File: src/rtl/ped_pkg.sv
// Shared definitions for the pedestrian signal controller: state encoding,
// default timing constants and a small state classification helper.
package ped_pkg;

  localparam int STATE_W = 3;

  // Controller states; encodings are fixed so debug probes stay readable.
  typedef enum logic [STATE_W-1:0] {
    IDLE     = 3'd0,
    WAIT_RED = 3'd1,
    WALK     = 3'd2,
    CLEAR    = 3'd3,
    FAULT    = 3'd4
  } ped_state_t;

  // Red-phase countdown value at or below which WALK gives way to clearance.
  localparam int CLEAR_CNT_DEF = 3;
  // Clock cycles per half-period of the flashing DONT_WALK lamp.
  localparam int FLASH_DIV_DEF = 4;

  // States in which DONT_WALK flashes instead of being steady.
  function automatic logic is_flashing(input ped_state_t s);
    return (s == CLEAR) || (s == FAULT);
  endfunction

endpackage

File: src/rtl/ped_flash_gen.sv
// Flash timebase for the DONT_WALK lamp. A divider counts 0..FLASH_DIV-1
// and the phase toggles on each wrap. `restart` zeroes both so a new
// flashing interval always starts with the lamp lit.
// The flash_phase output is the phase value that will hold after the next
// clock edge, so the parent can register its lamp output in the same edge
// and stay aligned with the divider without an extra cycle of lag.
module ped_flash_gen
  import ped_pkg::*;
#(
  parameter int FLASH_DIV = FLASH_DIV_DEF
) (
  input  logic clk,
  input  logic reset,
  input  logic restart,
  output logic flash_phase
);

  localparam int DIV_W = 8;
  localparam logic [DIV_W-1:0] DIV_LAST = DIV_W'(FLASH_DIV - 1);

  logic [DIV_W-1:0] div_reg;
  logic [DIV_W-1:0] div_next;
  logic             phase_reg;
  logic             phase_next;

  // Next divider/phase: restart wins, otherwise count and toggle on wrap.
  always_comb begin
    div_next   = div_reg + 1'b1;
    phase_next = phase_reg;
    if (restart) begin
      div_next   = '0;
      phase_next = 1'b0;
    end else if (div_reg == DIV_LAST) begin
      div_next   = '0;
      phase_next = ~phase_reg;
    end
  end

  // Divider and phase registers.
  always_ff @(posedge clk) begin
    if (reset) begin
      div_reg   <= '0;
      phase_reg <= 1'b0;
    end else begin
      div_reg   <= div_next;
      phase_reg <= phase_next;
    end
  end

  assign flash_phase = phase_next;

endmodule

File: src/rtl/ped_signal_ctrl.sv
// Pedestrian crossing controller that follows the vehicle lights of an
// upstream traffic light controller. It latches button requests, grants
// WALK at the start of a sufficiently long red phase, flashes DONT_WALK
// during clearance, and drops into a flashing safe state whenever the
// upstream light combination is illegal.
// Optional build macro PED_COUNTDOWN_EN drives walk_cnt with a pedestrian
// countdown; without it walk_cnt is constant zero.
module ped_signal_ctrl
  import ped_pkg::*;
#(
  parameter int CNT_W     = 4,
  parameter int CLEAR_CNT = CLEAR_CNT_DEF,
  parameter int FLASH_DIV = FLASH_DIV_DEF
) (
  input  logic             clk,
  input  logic             reset,
  input  logic             green_light,
  input  logic             yellow_light,
  input  logic             red_light,
  input  logic [CNT_W-1:0] cnt,
  input  logic             ped_button,
  output logic             walk,
  output logic             dont_walk,
  output logic             req_pending,
  output logic             fault,
  output logic [CNT_W-1:0] walk_cnt
);

  localparam logic [CNT_W-1:0] CLEAR_THR = CNT_W'(CLEAR_CNT);

  ped_state_t state_reg;
  ped_state_t state_next;
  logic       req_reg;
  logic       req_next;
  logic       red_d_reg;
  logic       btn_d_reg;
  logic       walk_reg;
  logic       dont_walk_reg;
  logic       fault_reg;

  logic       btn_rise;
  logic       red_rise;
  logic       legal;
  logic       cnt_above;
  logic       restart;
  logic       flash_phase;

  assign btn_rise  = ped_button & ~btn_d_reg;
  assign red_rise  = red_light & ~red_d_reg;
  // One-hot check: odd parity excludes 0 and 2 lamps, the AND excludes 3.
  assign legal     = (green_light ^ yellow_light ^ red_light) &
                     ~(green_light & yellow_light & red_light);
  // Enough red time remains for a useful WALK interval.
  assign cnt_above = (cnt > CLEAR_THR);

  // Transition and request-latch logic; an illegal light pattern overrides
  // everything and discards any pending request.
  always_comb begin
    state_next = state_reg;
    req_next   = req_reg;
    if (!legal) begin
      state_next = FAULT;
      req_next   = 1'b0;
    end else begin
      case (state_reg)
        IDLE: begin
          if (btn_rise) begin
            req_next   = 1'b1;
            state_next = WAIT_RED;
          end else if (req_reg) begin
            state_next = WAIT_RED;
          end
        end
        WAIT_RED: begin
          if (btn_rise) req_next = 1'b1;
          // A short red is skipped; the request waits for the next one.
          if (red_rise && cnt_above) begin
            state_next = WALK;
            req_next   = 1'b0;
          end
        end
        WALK: begin
          if (!red_light)      state_next = IDLE;
          else if (!cnt_above) state_next = CLEAR;
        end
        CLEAR: begin
          if (btn_rise)   req_next   = 1'b1;
          if (!red_light) state_next = IDLE;
        end
        FAULT: begin
          // Leaving during red could hand out a WALK mid-phase.
          if (!red_light) state_next = IDLE;
        end
        default: begin
          state_next = IDLE;
          req_next   = 1'b0;
        end
      endcase
    end
  end

  // Each new flashing interval starts with DONT_WALK lit.
  assign restart = is_flashing(state_next) && (state_next != state_reg);

  ped_flash_gen #(
    .FLASH_DIV (FLASH_DIV)
  ) u_flash (
    .clk         (clk),
    .reset       (reset),
    .restart     (restart),
    .flash_phase (flash_phase)
  );

  // State, edge-detect history and lamp outputs, all decoded from the next state.
  always_ff @(posedge clk) begin
    if (reset) begin
      state_reg     <= IDLE;
      req_reg       <= 1'b0;
      red_d_reg     <= 1'b0;
      btn_d_reg     <= 1'b0;
      walk_reg      <= 1'b0;
      dont_walk_reg <= 1'b1;
      fault_reg     <= 1'b0;
    end else begin
      state_reg     <= state_next;
      req_reg       <= req_next;
      red_d_reg     <= red_light;
      btn_d_reg     <= ped_button;
      walk_reg      <= (state_next == WALK);
      fault_reg     <= (state_next == FAULT);
      dont_walk_reg <= is_flashing(state_next) ? ~flash_phase
                                               : (state_next != WALK);
    end
  end

  assign walk        = walk_reg;
  assign dont_walk   = dont_walk_reg;
  assign req_pending = req_reg;
  assign fault       = fault_reg;

`ifdef PED_COUNTDOWN_EN
  logic [CNT_W-1:0] walk_cnt_reg;

  // Countdown display: time left in WALK, then raw countdown in clearance.
  always_ff @(posedge clk) begin
    if (reset) begin
      walk_cnt_reg <= '0;
    end else if (state_next == WALK) begin
      walk_cnt_reg <= cnt - CLEAR_THR;
    end else if (state_next == CLEAR) begin
      walk_cnt_reg <= cnt;
    end else begin
      walk_cnt_reg <= '0;
    end
  end

  assign walk_cnt = walk_cnt_reg;
`else
  assign walk_cnt = '0;
`endif

endmodule

File: config.mk
export PLATFORM = sky130hd
export DESIGN_NAME = ped_signal_ctrl
export DESIGN_NICKNAME = d
export VERILOG_FILES = /design/src/rtl/ped_pkg.sv /design/src/rtl/ped_flash_gen.sv /design/src/rtl/ped_signal_ctrl.sv
export SDC_FILE = /design/constraint.sdc
export NUM_CORES = 1
export LEC_CHECK = 0
export CORE_MARGIN = 3
export CORE_UTILIZATION = 49
export DETAILED_ROUTE_END_ITERATION = 7
export PLACE_DENSITY = 0.81
export SYNTH_ARGS = -nofsm -noshare
export SYNTH_HDL_FRONTEND = slang
export SYNTH_SLANG_ARGS = --single-unit
File: constraint.sdc
create_clock -name clk -period 2.6 [get_ports clk]
set_input_delay 0.52 -clock clk [delete_from_list [all_inputs] [get_ports clk]]
set_output_delay 0.52 -clock clk [all_outputs]
set_load 0.05 [all_outputs]
### Word-level counts from Yosys, hierarchy flattened

Index checks and enable logic that the tools add are counted.

* magnitude comparators: 1
* reductions and logical operators: 9
* bitwise operators: 13
* add/sub/neg operators: 1
* eq/ne operators: 10
* multiplexer cells: 14

Operators with widths (count)
* 2-to-1 mux 3 bit: 7
* equality test 3 x 2 -> 1 bit, second input constant: 4
* one-hot mux 3 bit (4 select lines): 1
* adder 8 x 1 -> 8 bit, second input constant: 1
* equality test 8 x 2 -> 1 bit, second input constant: 1
* OR reduction 2 bit: 4
* equality test 3 bit, second input constant: 2
* inverter 1 bit: 6
* AND 1 bit: 5
* 2-to-1 mux 1 bit: 5
* greater-than comparator 4 x 2 -> 1 bit, second input constant: 1
* equality test 3 x 1 -> 1 bit, second input constant: 1
* logical NOT 3 bit: 1
* != test 3 x 2 -> 1 bit, second input constant: 1
* != test 3 bit: 1
* one-hot mux 1 bit (3 select lines): 1
* OR reduction 3 bit: 1
* logical AND 1 bit: 2
* bitwise XOR 1 bit: 2
* logical OR 1 bit: 1

* flip-flop bits (word level): 18
* output and inout port bits: 8
* input bits: 10
* word-level logic and storage cells: 57

### Longest topological paths before layout

Gate-level depths: netlist of run 1.

* depth after elaboration: 12
* depth in mapped cells: 6
* gate-level depth less buffers: 6

### Modules after synthesis

Synthesis of run 1 repeated with hierarchy kept, for this count alone.

* cell total of the unflattened synthesis: 101
* area, all modules: 897.1 µm²

By module, submodules not included
* ped_signal_ctrl: seq. area each 180.2 µm², cells each 59, instances 1, area an instance 525.5 µm²
* ped_flash_gen: seq. area each 180.2 µm², cells each 42, instances 1, area an instance 371.6 µm²

### Least setup slack after synthesis of run 1

Ideal clock, no wire load.

* path kind: input to register
* start: in green_light
* end: reg dont_walk_reg (netlist: dont_walk)
* stages on the path: 5
* data required time: 2.466 ns
* arrival time: 2.145 ns
* setup slack: 0.321 ns
* setup time: 0.134 ns
* buffers on the path: 0
* path through: ha_1 > or3b_4 > o2bb2ai_4 > a22oi_4 > or4_1

* word-level cells in the longest chain between the ends: 11
* elaborated cells on any way between the ends: 16
* those cells by class: eq/ne: 4; mux: 3; bitwise: 7; reduce/logical: 2

RTL lines
* from (decl): RTL line ped_signal_ctrl.sv:17 `input logic green_light,`
* AND 1 bit (2 in series): RTL line ped_signal_ctrl.sv:52 `~(green_light & yellow_light & red_light);`
* inverter 1 bit: RTL line ped_signal_ctrl.sv:52
* AND 1 bit (*): RTL line ped_signal_ctrl.sv:51 `assign legal = (green_light ^ yellow_light ^ red_light) &`
* 2-to-1 mux 3 bit (*): RTL line ped_signal_ctrl.sv:61 `if (!legal) begin`
* equality test 3 x 2 -> 1 bit or equality test 3 bit (tied branches): RTL line ped_pkg.sv:23 `return (s == CLEAR) || (s == FAULT);`
* logical OR 1 bit: RTL line ped_pkg.sv:23
* logical AND 1 bit: RTL line ped_signal_ctrl.sv:103 `assign restart = is_flashing(state_next) && (state_next != state_reg);`
* 2-to-1 mux 1 bit: RTL line ped_flash_gen.sv:30 `if (restart) begin`
* inverter 1 bit: RTL line ped_signal_ctrl.sv:131 `dont_walk_reg <= is_flashing(state_next) ? ~flash_phase`
* 2-to-1 mux 1 bit (*): RTL line ped_signal_ctrl.sv:131
* to (signal assigned): RTL line ped_signal_ctrl.sv:131
* to (decl): RTL line ped_signal_ctrl.sv:38 `logic dont_walk_reg;`

Every way passes the cells marked *; elsewhere a longest branch is shown, timed or not.
A chain may end at the register's enable or synchronous reset.

### Worst setup path in the final report of run 1

Same ends and word-level chain as after synthesis.

==> results.md, run 1 <==
- The design draws 613 µW.
- The total global-route track usage is 0.159.
- The area of the core is 1750 µm².
- In this run, distinct cell masters in the synthesized netlist total 38.
- Walking the worst path, the cells encountered are clkdlybuf4s50_1, ha_1, or3b_4, o2bb2ai_4, a22oi_4, or4_1.
- The leakage power is 0.429 nW.
- The top cell type's share of synthesized area is 0.390.
- The total area of multi-input combinational cells is 517 µm².
- The peak supply drop is 0.000320 V.
- The worst slew slack as a fraction of its limit is 0.667.
- Counting the fill cells in the layout gives 163.
- The detailed router finished its first iteration with 6 violations.
- Hold is met by 490 ps.
- The worst endpoint data arrival time is 2480 ps.
- The worst setup path is of the in -> reg kind.
- The min-delay analysis places its worst path in the category reg -> reg.
- Setup violations remaining at the end of the flow were counted as 0.
- The cell area after placement is 1070 µm².
- The total number of yosys warnings is 0.
- The starting density of the core is 0.530.
- For hold timing, the worst endpoint is req_pending.
- At the worst endpoint, the required time is 2770 ps.
- Measured along the x axis, the die boundary spans 49.4 µm.
- The run finished with clean final reports.
- The last weighted congestion value of the routability-driven placer is 0.885.
- The number of buffers inserted by port buffering is 11.
- Synthesis inferred 18 register bits.
- Of all cell types, the one taking the most synthesized area is sky130_fd_sc_hd__dfxtp_1.
- Max-cap violations in this run came to 0.
- The clock latency on the worst-skew pair is 290 ps.
- The count of nets left with antenna violations after detail routing is 0.
- The pre-antenna-repair detailed-routing pass consisted of 4 iterations.
- The first global-routing pass estimated 3.04 mm of wire.
- The power dissipated by switching net loads is 178 µW.
- In the final routed layout, each cell accounts on average for 11.9 µm.
- For this run, the post-layout net count is 129.
- The die area is 2440 µm².
- Setup repair after global routing left no endpoint under its margin.
- The register with the most flip-flops in the layout has 8 of them.
- The largest net degree at the start of global routing is 14.
- After synthesis, the share of flip-flops with an asynchronous set or reset is 0.
- The initial antenna violation count is 0.
- The internal power contribution is 434 µW.
- Hold repair after CTS inserted 0 buffers.
- In the final layout, the share of cells above drive strength 1 is 0.129.
- The number of design rule violations left after detail routing is 0.
- The CTS tree is yes.
- The CTS clock-pin slew for the worst setup and hold paths is 100 ps.
- In the final layout, flip-flops and latches occupy 360 µm².
- The routed via count divided by cell count is 5.28.
- The growth of design area from synthesis to finish is 19.8%.
- In this run the clock root is driven by a sky130_fd_sc_hd__clkbuf_4.
- Averaged over all synthesized cells, the footprint is 9.25 µm².
- Yosys mapped a number of flops with a built-in enable equal to 0.
- The clock passes through at most 2 buffers.
- The clock share of power is 0.280.
- In this run the vertical extent of the chip is 49.4 µm.
- The highest net fanout along the worst path is 4.
- The worst reg-to-reg path cell count is 6.
- Yosys attributes the largest share of cell area to sky130_fd_sc_hd__dfxtp_1, sky130_fd_sc_hd__xor2_1, sky130_fd_sc_hd__nor3_1, sky130_fd_sc_hd__buf_4, sky130_fd_sc_hd__nor2_1.
- Of the available clock period, the critical path in the final layout requires 0.889.
- The number of clock sinks seen by CTS is 18.
- CTS built an H-tree with a depth of 1.
- After technology mapping, the gate count stands at 100.
- The final hold violation count came to 0.
- Summing over every cut layer, the via total after detailed routing is 745.
- After synthesis the cells add up to 925 µm².
- The part of the total power dissipated in combinational logic is 0.230.
- The count of final max-slew check failures is 0.
- The total power per unit cell area is 553 nW/µm².
- The largest single stage delay on the critical path is 510 ps.
- In this run the critical register-to-register path is captured at dont_walk.
- The final antenna diode count is 0.
- Pin placement for this block handled 18 I/O pins.
- The sequential area share after synthesis is 0.390.
- The most frequent cell after synthesis is sky130_fd_sc_hd__dfxtp_1.
- In this run, post-CTS repair resized a total of 0 instances.
- For this run, the top clock speed supported by timing is 433 MHz.
- The via count of the first global-routing pass was 733.
- The startpoint of the tightest hold check path is req_pending.
- For the final database, setup skew stands at 3.27 ps.
- The TritonCTS buffer count is 3.
- The startpoint type of the worst setup path is an input pin.
- The cell depth of the worst min-delay path is 2.
- For this run the aggregate overflow at the end of global routing stands at 0.
- For the pin with the worst max-slew slack, the measured transition is 498 ps.
- The most common flop cell mapped by yosys is sky130_fd_sc_hd__dfxtp_1.
- The power share of the sequential group is 0.490.
- The cell with the largest stage delay on the worst path is sky130_fd_sc_hd__or4_1.
- The number of setup buffers added after CTS is 0.
- The worst setup path is captured at a flop.
- The total non-filler cell area in the finished layout is 1110 µm².
- The worst setup slack for register-to-register paths is 690 ps.
- The smallest clock period supported by the final layout is computed as 2310 ps.
- The HPWL reported at the end of detailed placement is 1.26 mm.
- In this run the critical register-to-register path is launched from u_flash.div_reg[0].
- After floorplanning, the core was divided into 15 placement rows.
- Counting instances in the post-synthesis netlist gives the leading cell types as sky130_fd_sc_hd__dfxtp_1, sky130_fd_sc_hd__nor3_1, sky130_fd_sc_hd__nor2_1.
- Of the total power, the share spent switching nets is 0.291.
- Wires add up to 1.68 mm.
power groups by stage:
stage	logic [mW]	registers (mW)	clock network, mW
2_1_floorplan	0.0956	0.312	0
3_3_place_gp	0.138	0.306	0
3_5_place_dp	0.140	0.306	0
4_1_cts	0.141	0.300	0.173
5_1_grt	0.152	0.303	0.186
6_report	0.141	0.300	0.172
layout by cell type, fill, tap and decap left out, drive strengths merged, types with 2 or more instances in the layout:
cell type / n
xor2: 7
ha: 2
clkbuf: 4
a21oi: 2
nor4b: 2
a22oi: 2
and3: 2
nor2b: 3
xnor2: 2
dfxtp: 18
buf: 5
a21boi: 2
nor2: 8
clkdlybuf4s50: 11
nor3: 10
inv: 4
conb: 4
nand2: 4
or2: 2
o21ai: 2
nand3: 5
layout make-up:
cell class	count	share of cell area
Clock buffer	4	0.0328
Tap cell	25	0.0282
Timing Repair Buffer	16	0.133
Inverter	4	0.0136
Sequential cell	18	0.325
Multi-Input combinational cell	74	0.467
worst max-delay path: cells and delay by family:
kind            cells  cell delay, ps
compound gates      2             320
fa+ha+maj           1             310
simple gates        2             950
buf+inv             1             400
how the worst max path moves through the flow:
stage	start	to	slack [ps]
6_report	green_light	dont_walk	290
5_1_grt	green_light	walk	260
4_1_cts	green_light	dont_walk	290
3_5_place_dp	green_light	dont_walk	-20
3_3_place_gp	green_light	dont_walk	-20
2_1_floorplan	green_light	dont_walk	320
stage by stage:
stage	util	worst slack [ps]	std cells	setup TNS, ps
finish	0.634	289	141	0
floorplan	-	321	103	0
CTS	0.634	291	141	0
detailed placement	0.614	-20.7	137	-20.7
global placement	0.614	-24.9	137	-24.9
global route	0.634	258	141	0
cell families (layout without fill, tap and decap cells):
kind of cell / Yosys count / in the layout / synth area share
xor gates and xnor gates: 9 / 9 / 0.0853
DFF: 18 / 18 / 0.390
adders and majority gates: 2 / 2 / 0.0271
AOI/OAI and AO/OA: 17 / 17 / 0.179
buffers and inverters: 11 / 24 / 0.0636
and+or+nand+nor: 42 / 42 / 0.252
other: 1 / 4 / 0.00406
routing by layer:
layer  global-route usage  routed length [µm]  vias to the layer above  part of all wire
met4               0.0922                  37                        0             0.022
met5                    0                   0                        -                 0
met2                0.248                 733                       19              0.44
li1                     -                   -                      382                 -
met3               0.0459                  97                        4             0.058
met1                0.195                 812                      340              0.48
Power figures use the tool's default switching activity.
==> run 2, diff against run 1 <==
--- a/config.mk
+++ b/config.mk
@@ -7,2 +7,3 @@
 export LEC_CHECK = 0
+export ABC_AREA = 1
 export CORE_MARGIN = 3
--- a/constraint.sdc
+++ b/constraint.sdc
@@ -3,2 +3,2 @@
 set_output_delay 0.52 -clock clk [all_outputs]
-set_load 0.05 [all_outputs]
+set_load 0.1 [all_outputs]
==> results.md, run 2 <==
- The startpoint identified for the worst hold timing path is u_flash.div_reg[0].
- The final net count is 153.
- The total number of yosys warnings is 0.
- The overflow left after global routing is 0.
- On the final layout, the worst hold slack is 453 ps.
- The number of setup buffers added after CTS is 0.
- The post-synthesis cell count is 126.
- The via total after detailed routing is 771.
- In the synthesized netlist the async set-or-reset flop fraction comes to 0.
- Input and output buffers added on the ports amount to 11.
- The most critical setup path has its startpoint at green_light.
- The worst path required time is 2830 ps.
- Across every metal layer, demand over resource in global routing totals 0.160.
- Of all nets on the critical path, the largest fanout is 8.
- The die covers 2410 µm².
- The cell family contributing the most delay on the critical path is simple AND/OR/NAND/NOR gates.
- Setup repair after global routing left no endpoint under its margin.
- The sequential area share after synthesis is 0.397.
- Routability-driven placement finished with a final weighted congestion of 0.918.
- The area of the core is 1630 µm².
- Walking the worst path, the cells encountered are clkdlybuf4s50_1, ha_1, inv_1, nand3b_1, o21ai_2, nand2_2, nand2_1, nand2_1, nor2_1, nand2_1, nand2_2, nand3_4, nor2_1.
- In the final routed layout, each cell accounts on average for 10.1 µm.
- The largest clock skew in the final design is 15.3 ps.
- The via count of the first global-routing pass is 718.
- The later pin in the worst-skew pair is clocked with a latency of 300 ps.
- The fraction of final layout cells with drive strength greater than 1 is 0.129.
- After the first detailed-routing iteration, the DRC count stood at 11.
- By count the netlist is led by sky130_fd_sc_hd__nand2_1, sky130_fd_sc_hd__nor2_1, sky130_fd_sc_hd__dfxtp_1.
- A synthesized cell averages 7.21 µm².
- In this run the critical register-to-register path is launched from state_reg[2].
- Counting both buffers and inverters, the worst setup path holds a total of 2.
- The initial antenna violation count is 0.
- The worst endpoint data arrival time is 2390 ps.
- The count of endpoints failing setup in the final report is 0.
- The starting density of the core is 0.558.
- The count of final max-slew check failures is 0.
- For this design the static power due to leakage is 0.468 nW.
- The register with the most flip-flops in the layout has 8 of them.
- Buffers inserted during clock tree synthesis total 3.
- The total of cells resized after clock tree synthesis is 0.
- The growth of design area from synthesis to finish is 16.7%.
- The most common cell after layout, fill and taps aside is sky130_fd_sc_hd__nand2_1.
- The first global-routing pass estimated 3.02 mm of wire.
- The top cell type's share of synthesized area is 0.397.
- IR analysis of the VDD net gives a maximum drop of 0.000469 V.
- Once layout is done, the placed cells without fillers occupy 1060 µm².
- Clock-pin slew was measured on the worst setup and hold paths at 90 ps.
- The number of detailed-routing iterations run before antenna repair is 4.
- No sink is reached through more buffers than the 2 on the longest clock path.
- The largest stage delay on the critical path is 400 ps.
- The sum of negative setup slack is 0 ps.
- Entering global routing, the biggest net connects 11 pins.
- The CTS tree is yes.
- The final hold violation count is 0.
- The number of design rule violations left after detail routing is 0.
- The cell area after placement is 1020 µm².
- The time the worst path needs with I/O delays and setup is 2160 ps.
- The cell at the root of the clock tree is sky130_fd_sc_hd__clkbuf_4.
- The count of nets left with antenna violations after detail routing is 0.
- The max capacitance violation total is 0.
- The cell seen most often among critical-path stages is sky130_fd_sc_hd__nand2_1.
- The cell type with the largest total area after synthesis is sky130_fd_sc_hd__dfxtp_1.
- The most frequent cell after synthesis is sky130_fd_sc_hd__nand2_1.
- By area the synthesized netlist is led by sky130_fd_sc_hd__dfxtp_1, sky130_fd_sc_hd__nand2_1, sky130_fd_sc_hd__nor2_1, sky130_fd_sc_hd__inv_1, sky130_fd_sc_hd__nand3_1.
- The flow ran to the end, and the final reports show no timing, DRC or antenna violations.
- For this design the top-level I/O count stands at 18.
- The floorplan die height is 49.1 µm.
- The synthesized netlist contains 25 unique library cells.
- Detailed placement finished with a half-perimeter wire length of 1.30 mm.
- The synthesized design contains 0 enable-type register cells.
- In this run the number of H-tree levels came out at 1.
- The die is 49.1 µm wide.
- Row generation in the floorplan step produced 14 rows.
- The startpoint type of the worst setup path is an input pin.
- The number of clock sinks seen by CTS is 18.
- The worst hold path class is reg -> reg.
- The routed via count divided by cell count is 4.70.
- Leaving out fill and tap cells, the most frequent cells in the layout are sky130_fd_sc_hd__nand2_1, sky130_fd_sc_hd__nor2_1, sky130_fd_sc_hd__dfxtp_1.
- The kind of end point of the critical path is a flop.
- The number of antenna diodes in the final layout is 0.
- The number of hold buffers added after CTS was 0.
- The total power per unit cell area is 587 nW/µm².
- The layout has 156 filler cells.
- Synthesis inferred 18 register bits.
- The final period utilization is 0.829.
- On the critical path, the stage with the largest delay is an instance of sky130_fd_sc_hd__clkdlybuf4s50_1.
- For this block, the routed nets add up to 1.66 mm of wire.
- The critical path class is in -> reg.
- Static timing analysis puts the maximum clock frequency at 464 MHz.
- For this run, the leading register cell type out of synthesis is sky130_fd_sc_hd__dfxtp_1.
- The combined area of all synthesized cells is 908 µm².
run 2: cell count changes in the layout (fill, tap and decap cells not counted), moves of 3 or more:
cell	delta
sky130_fd_sc_hd__nor2b_1	-3
sky130_fd_sc_hd__nor2_1	+16
sky130_fd_sc_hd__clkdlybuf4s50_1	-4
sky130_fd_sc_hd__nand2_1	+21
sky130_fd_sc_hd__xor2_1	-3
sky130_fd_sc_hd__inv_1	+13
sky130_fd_sc_hd__nor3_1	-9
run 2: cells by family (layout without fill, tap and decap cells):
kind of cell	count (synthesis)	count (layout)	synth area share
flops	18	18	0.397
other cells	1	4	0.00413
xor+xnor	7	7	0.0675
simple gates	64	64	0.309
buf+inv	24	35	0.116
compound gates	10	10	0.0799
fa+ha+maj	2	2	0.0275
run 2: layout make-up:
type                            count  area, µm²  share of cell area
Clock buffer                        4       36.3              0.0342
Inverter                           19       71.3              0.0673
Multi-Input combinational cell     87        454               0.429
Sequential cell                    18        360               0.340
Tap cell                           24       30.0              0.0283
Timing Repair Buffer               12        108               0.102
run 2: power breakdown:
part | switching [mW] | total [mW] | internal [mW]
Clock | 0.0890 | 0.174 | 0.0854
Combinational | 0.108 | 0.151 | 0.0427
Sequential | 0.00811 | 0.297 | 0.289
Total | 0.205 | 0.623 | 0.417
run 2: path summary, 6_finish.rpt:
kind                   endpoint  depth (start not counted)  slack [ps]
max          u_flash.div_reg[4]                         13         440
min          u_flash.div_reg[0]                          1         450
max reg2reg  u_flash.div_reg[4]                         13         950
min reg2reg  u_flash.div_reg[0]                          1         450
run 2: routing by layer:
metal,up-vias,part of all wire,wire (µm),GRT usage
li1,413,-,-,-
met1,341,0.44,726,0.182
met2,17,0.51,853,0.276
met3,0,0.048,79,0.0550
met4,0,0,0,0.0569
met5,-,0,0,0
run 2: metrics by stage:
stage / utilization / total power, mW / setup WS [ps] / cells
6_report: 0.651 / 0.623 / 444 / 164
5_1_grt: 0.651 / 0.663 / 292 / 164
4_1_cts: 0.651 / 0.632 / 476 / 164
3_5_place_dp: 0.628 / 0.454 / 153 / 160
3_3_place_gp: 0.628 / 0.450 / 228 / 160
2_1_floorplan: - / 0.424 / 717 / 129
==> run 3, diff against run 2 <==
Clock period 2.6 ns to 2.2 ns, I/O delays scaled along.
==> results.md, run 3 (synthesis gave the netlist of run 2 again) <==
- In this run the post-CTS setup repair buffer count came out at 0.
- The count of endpoints failing setup in the final report is 0.
- The number of detailed-routing iterations run before antenna repair is 4.
- Across every metal layer, demand over resource in global routing totals 0.150.
- Walking the worst path, the cells encountered are clkdlybuf4s50_1, ha_1, inv_1, nand3b_1, o21ai_2, inv_2, a31oi_2, o21ai_2, nand2_2, nand3_4, nor2_1.
- The peak supply drop is 0.000467 V.
- The area growth from synthesis to layout is 16.8%.
- Counting both buffers and inverters, the worst setup path holds a total of 3.
- Global routing finished with a remaining overflow of 0.
- The initial antenna violation count is 0.
- Detailed placement finished with a half-perimeter wire length of 1.29 mm.
- Input and output buffers added on the ports amount to 11.
- The tree is rooted in a sky130_fd_sc_hd__clkbuf_4.
- In the routed design, unresolved DRC markers number 0.
- The CTS tree is yes.
- Setup total negative slack on the finished layout was measured at 0 ps.
- The count of final max-slew check failures is 0.
- The routed via count divided by cell count is 4.92.
- Data on the critical path arrives at its endpoint at 2230 ps.
- Buffers inserted during clock tree synthesis total 3.
- The count of nets left with antenna violations once routing finished came out at 0.
- The average routed wire per standard cell is 9.58 µm.
- The largest stage delay on the critical path is 410 ps.
- Setup repair after global routing left no endpoint under its margin.
- The cell with the largest stage delay on the worst path is sky130_fd_sc_hd__clkdlybuf4s50_1.
- Of the cells placed in the final design, the portion with a size suffix greater than 1 is 0.135.
- The total of cells resized after clock tree synthesis is 0.
- The share of the core filled with cells in the final layout is 0.651.
- In this run the number of H-tree levels came out at 1.
- The area of the core is 1630 µm².
- The time the worst path needs with I/O delays and setup is 2000 ps.
- At the end of the flow, the number of nets in the layout was 155.
- The detailed router finished its first iteration with 25 violations.
- The clock latency on the worst-skew pair is 280 ps.
- The first global-routing pass estimated 2.88 mm of wire.
- The last weighted congestion value of the routability-driven placer is 0.949.
- The via count of the first global-routing pass is 753.
- The final layout contains routed wiring with a total length of 1.58 mm.
- The highest net fanout along the worst path is 8.
- The worst setup path is launched from an input pin.
- The final hold violation count is 0.
- The total power is 684 µW.
- Entering global routing, the biggest net connects 10 pins.
- In this run, post-CTS hold repair placed 0 buffers.
- The smallest hold slack is 459 ps.
- The critical path class is in -> reg.
- Power spread over the standard cell area amounts to 645 nW/µm².
- The routed layout has 812 vias.
- Summed over all cells, the static leakage comes to 0.469 nW.
- Leaving out fill and tap cells, the most frequent cells in the layout are sky130_fd_sc_hd__nand2_1, sky130_fd_sc_hd__nor2_1, sky130_fd_sc_hd__dfxtp_1.
- For this run, the top clock speed supported by timing is 499 MHz.
- Dividing the final minimum period by the clock period gives 0.911.
- Across the run, the number of max-cap violations was 0.
- The number of filler cells placed in the layout is 154.
- After clock tree synthesis, the clock-pin slew on the worst setup and hold paths is 90 ps.
- The overall die width is 49.1 µm.
- The critical path's top delay family is buffers and inverters.
- The clock drives 18 sinks.
- The starting density of the core is 0.558.
- The register with the most flip-flops in the layout has 8 of them.
- Registers take 360 µm².
- The flow ran to the end, and the final reports show no timing, DRC or antenna violations.
- At the worst endpoint, the required time is 2430 ps.
- The number of primary I/O pins is 18.
- The multi-input combinational cells in the finished layout cover a total of 454 µm².
- For the final database, setup skew stands at 3.78 ps.
- The floorplan step set the die height to 49.1 µm.
- The final antenna diode count is 0.
- The initialized floorplan defines 14 standard-cell rows.
- The kind of end point of the critical path is a flop.
- The worst hold path belongs to the class reg -> reg.
- The most common cell after layout, fill and taps aside is sky130_fd_sc_hd__nand2_1.
- The deepest clock path buffer count is 2.
- The cell seen most often among critical-path stages is sky130_fd_sc_hd__o21ai_2.
- The die area is 2410 µm².
## run 3: cell types whose count changed in the layout (fill, tap and decap cells not counted)
cell                       delta
sky130_fd_sc_hd__buf_4        +2
sky130_fd_sc_hd__clkbuf_8     -1
## run 3: final timing paths
kind                       from                  to  slack [ps]  depth (start not counted)
max reg2reg        state_reg[2]  u_flash.div_reg[2]         630                         13
max                 green_light  u_flash.div_reg[2]         200                         11
min reg2reg  u_flash.div_reg[0]  u_flash.div_reg[0]         460                          1
min          u_flash.div_reg[0]  u_flash.div_reg[0]         460                          1
## run 3: area by class of cell
| class | instances | area share |
|---|---|---|
| clock buffers | 3 | 0.0212 |
| inverters | 19 | 0.0672 |
| multi-input cells | 87 | 0.428 |
| flip-flops and latches | 18 | 0.340 |
| well taps | 24 | 0.0283 |
| repair buffers | 14 | 0.116 |
## run 3: layer usage
metal / vias up / GRT usage / part of all wire
met1: 363 / 0.163 / 0.40
met5: - / 0 / 0
met2: 29 / 0.249 / 0.52
li1: 418 / - / -
met3: 2 / 0.0612 / 0.070
met4: 0 / 0.0806 / 0.0076
## run 3: worst register-to-register path, stage by stage (launching register included)
cell                      delay, ps
sky130_fd_sc_hd__dfxtp_1        350
sky130_fd_sc_hd__inv_1          130
sky130_fd_sc_hd__nand2_1        110
sky130_fd_sc_hd__nor2_1         130
sky130_fd_sc_hd__inv_1           50
sky130_fd_sc_hd__nand2_1         90
sky130_fd_sc_hd__nand2_2         70
sky130_fd_sc_hd__nand2_1         70
sky130_fd_sc_hd__nand2_1         40
sky130_fd_sc_hd__nor2_1          80
sky130_fd_sc_hd__nand2_1         80
sky130_fd_sc_hd__nand2_2         90
sky130_fd_sc_hd__nand3_4        110
sky130_fd_sc_hd__nor2_1         110
## run 3: power breakdown
part	internal (mW)	leakage [nW]	switching, mW
combinational	0.0522	0.309	0.129
sequential	0.341	0.147	0.00989
clock	0.0636	0.0138	0.0882
## run 3: stage by stage
step / instance area [µm²] / std cells / setup WS (ps)
final: 1060 / 165 / 196
after detailed placement: 1040 / 162 / -119
after floorplan: 920 / 129 / 317
after CTS: 1060 / 165 / 186
after global placement: 1040 / 162 / -60.7
after global routing: 1060 / 165 / 3.67
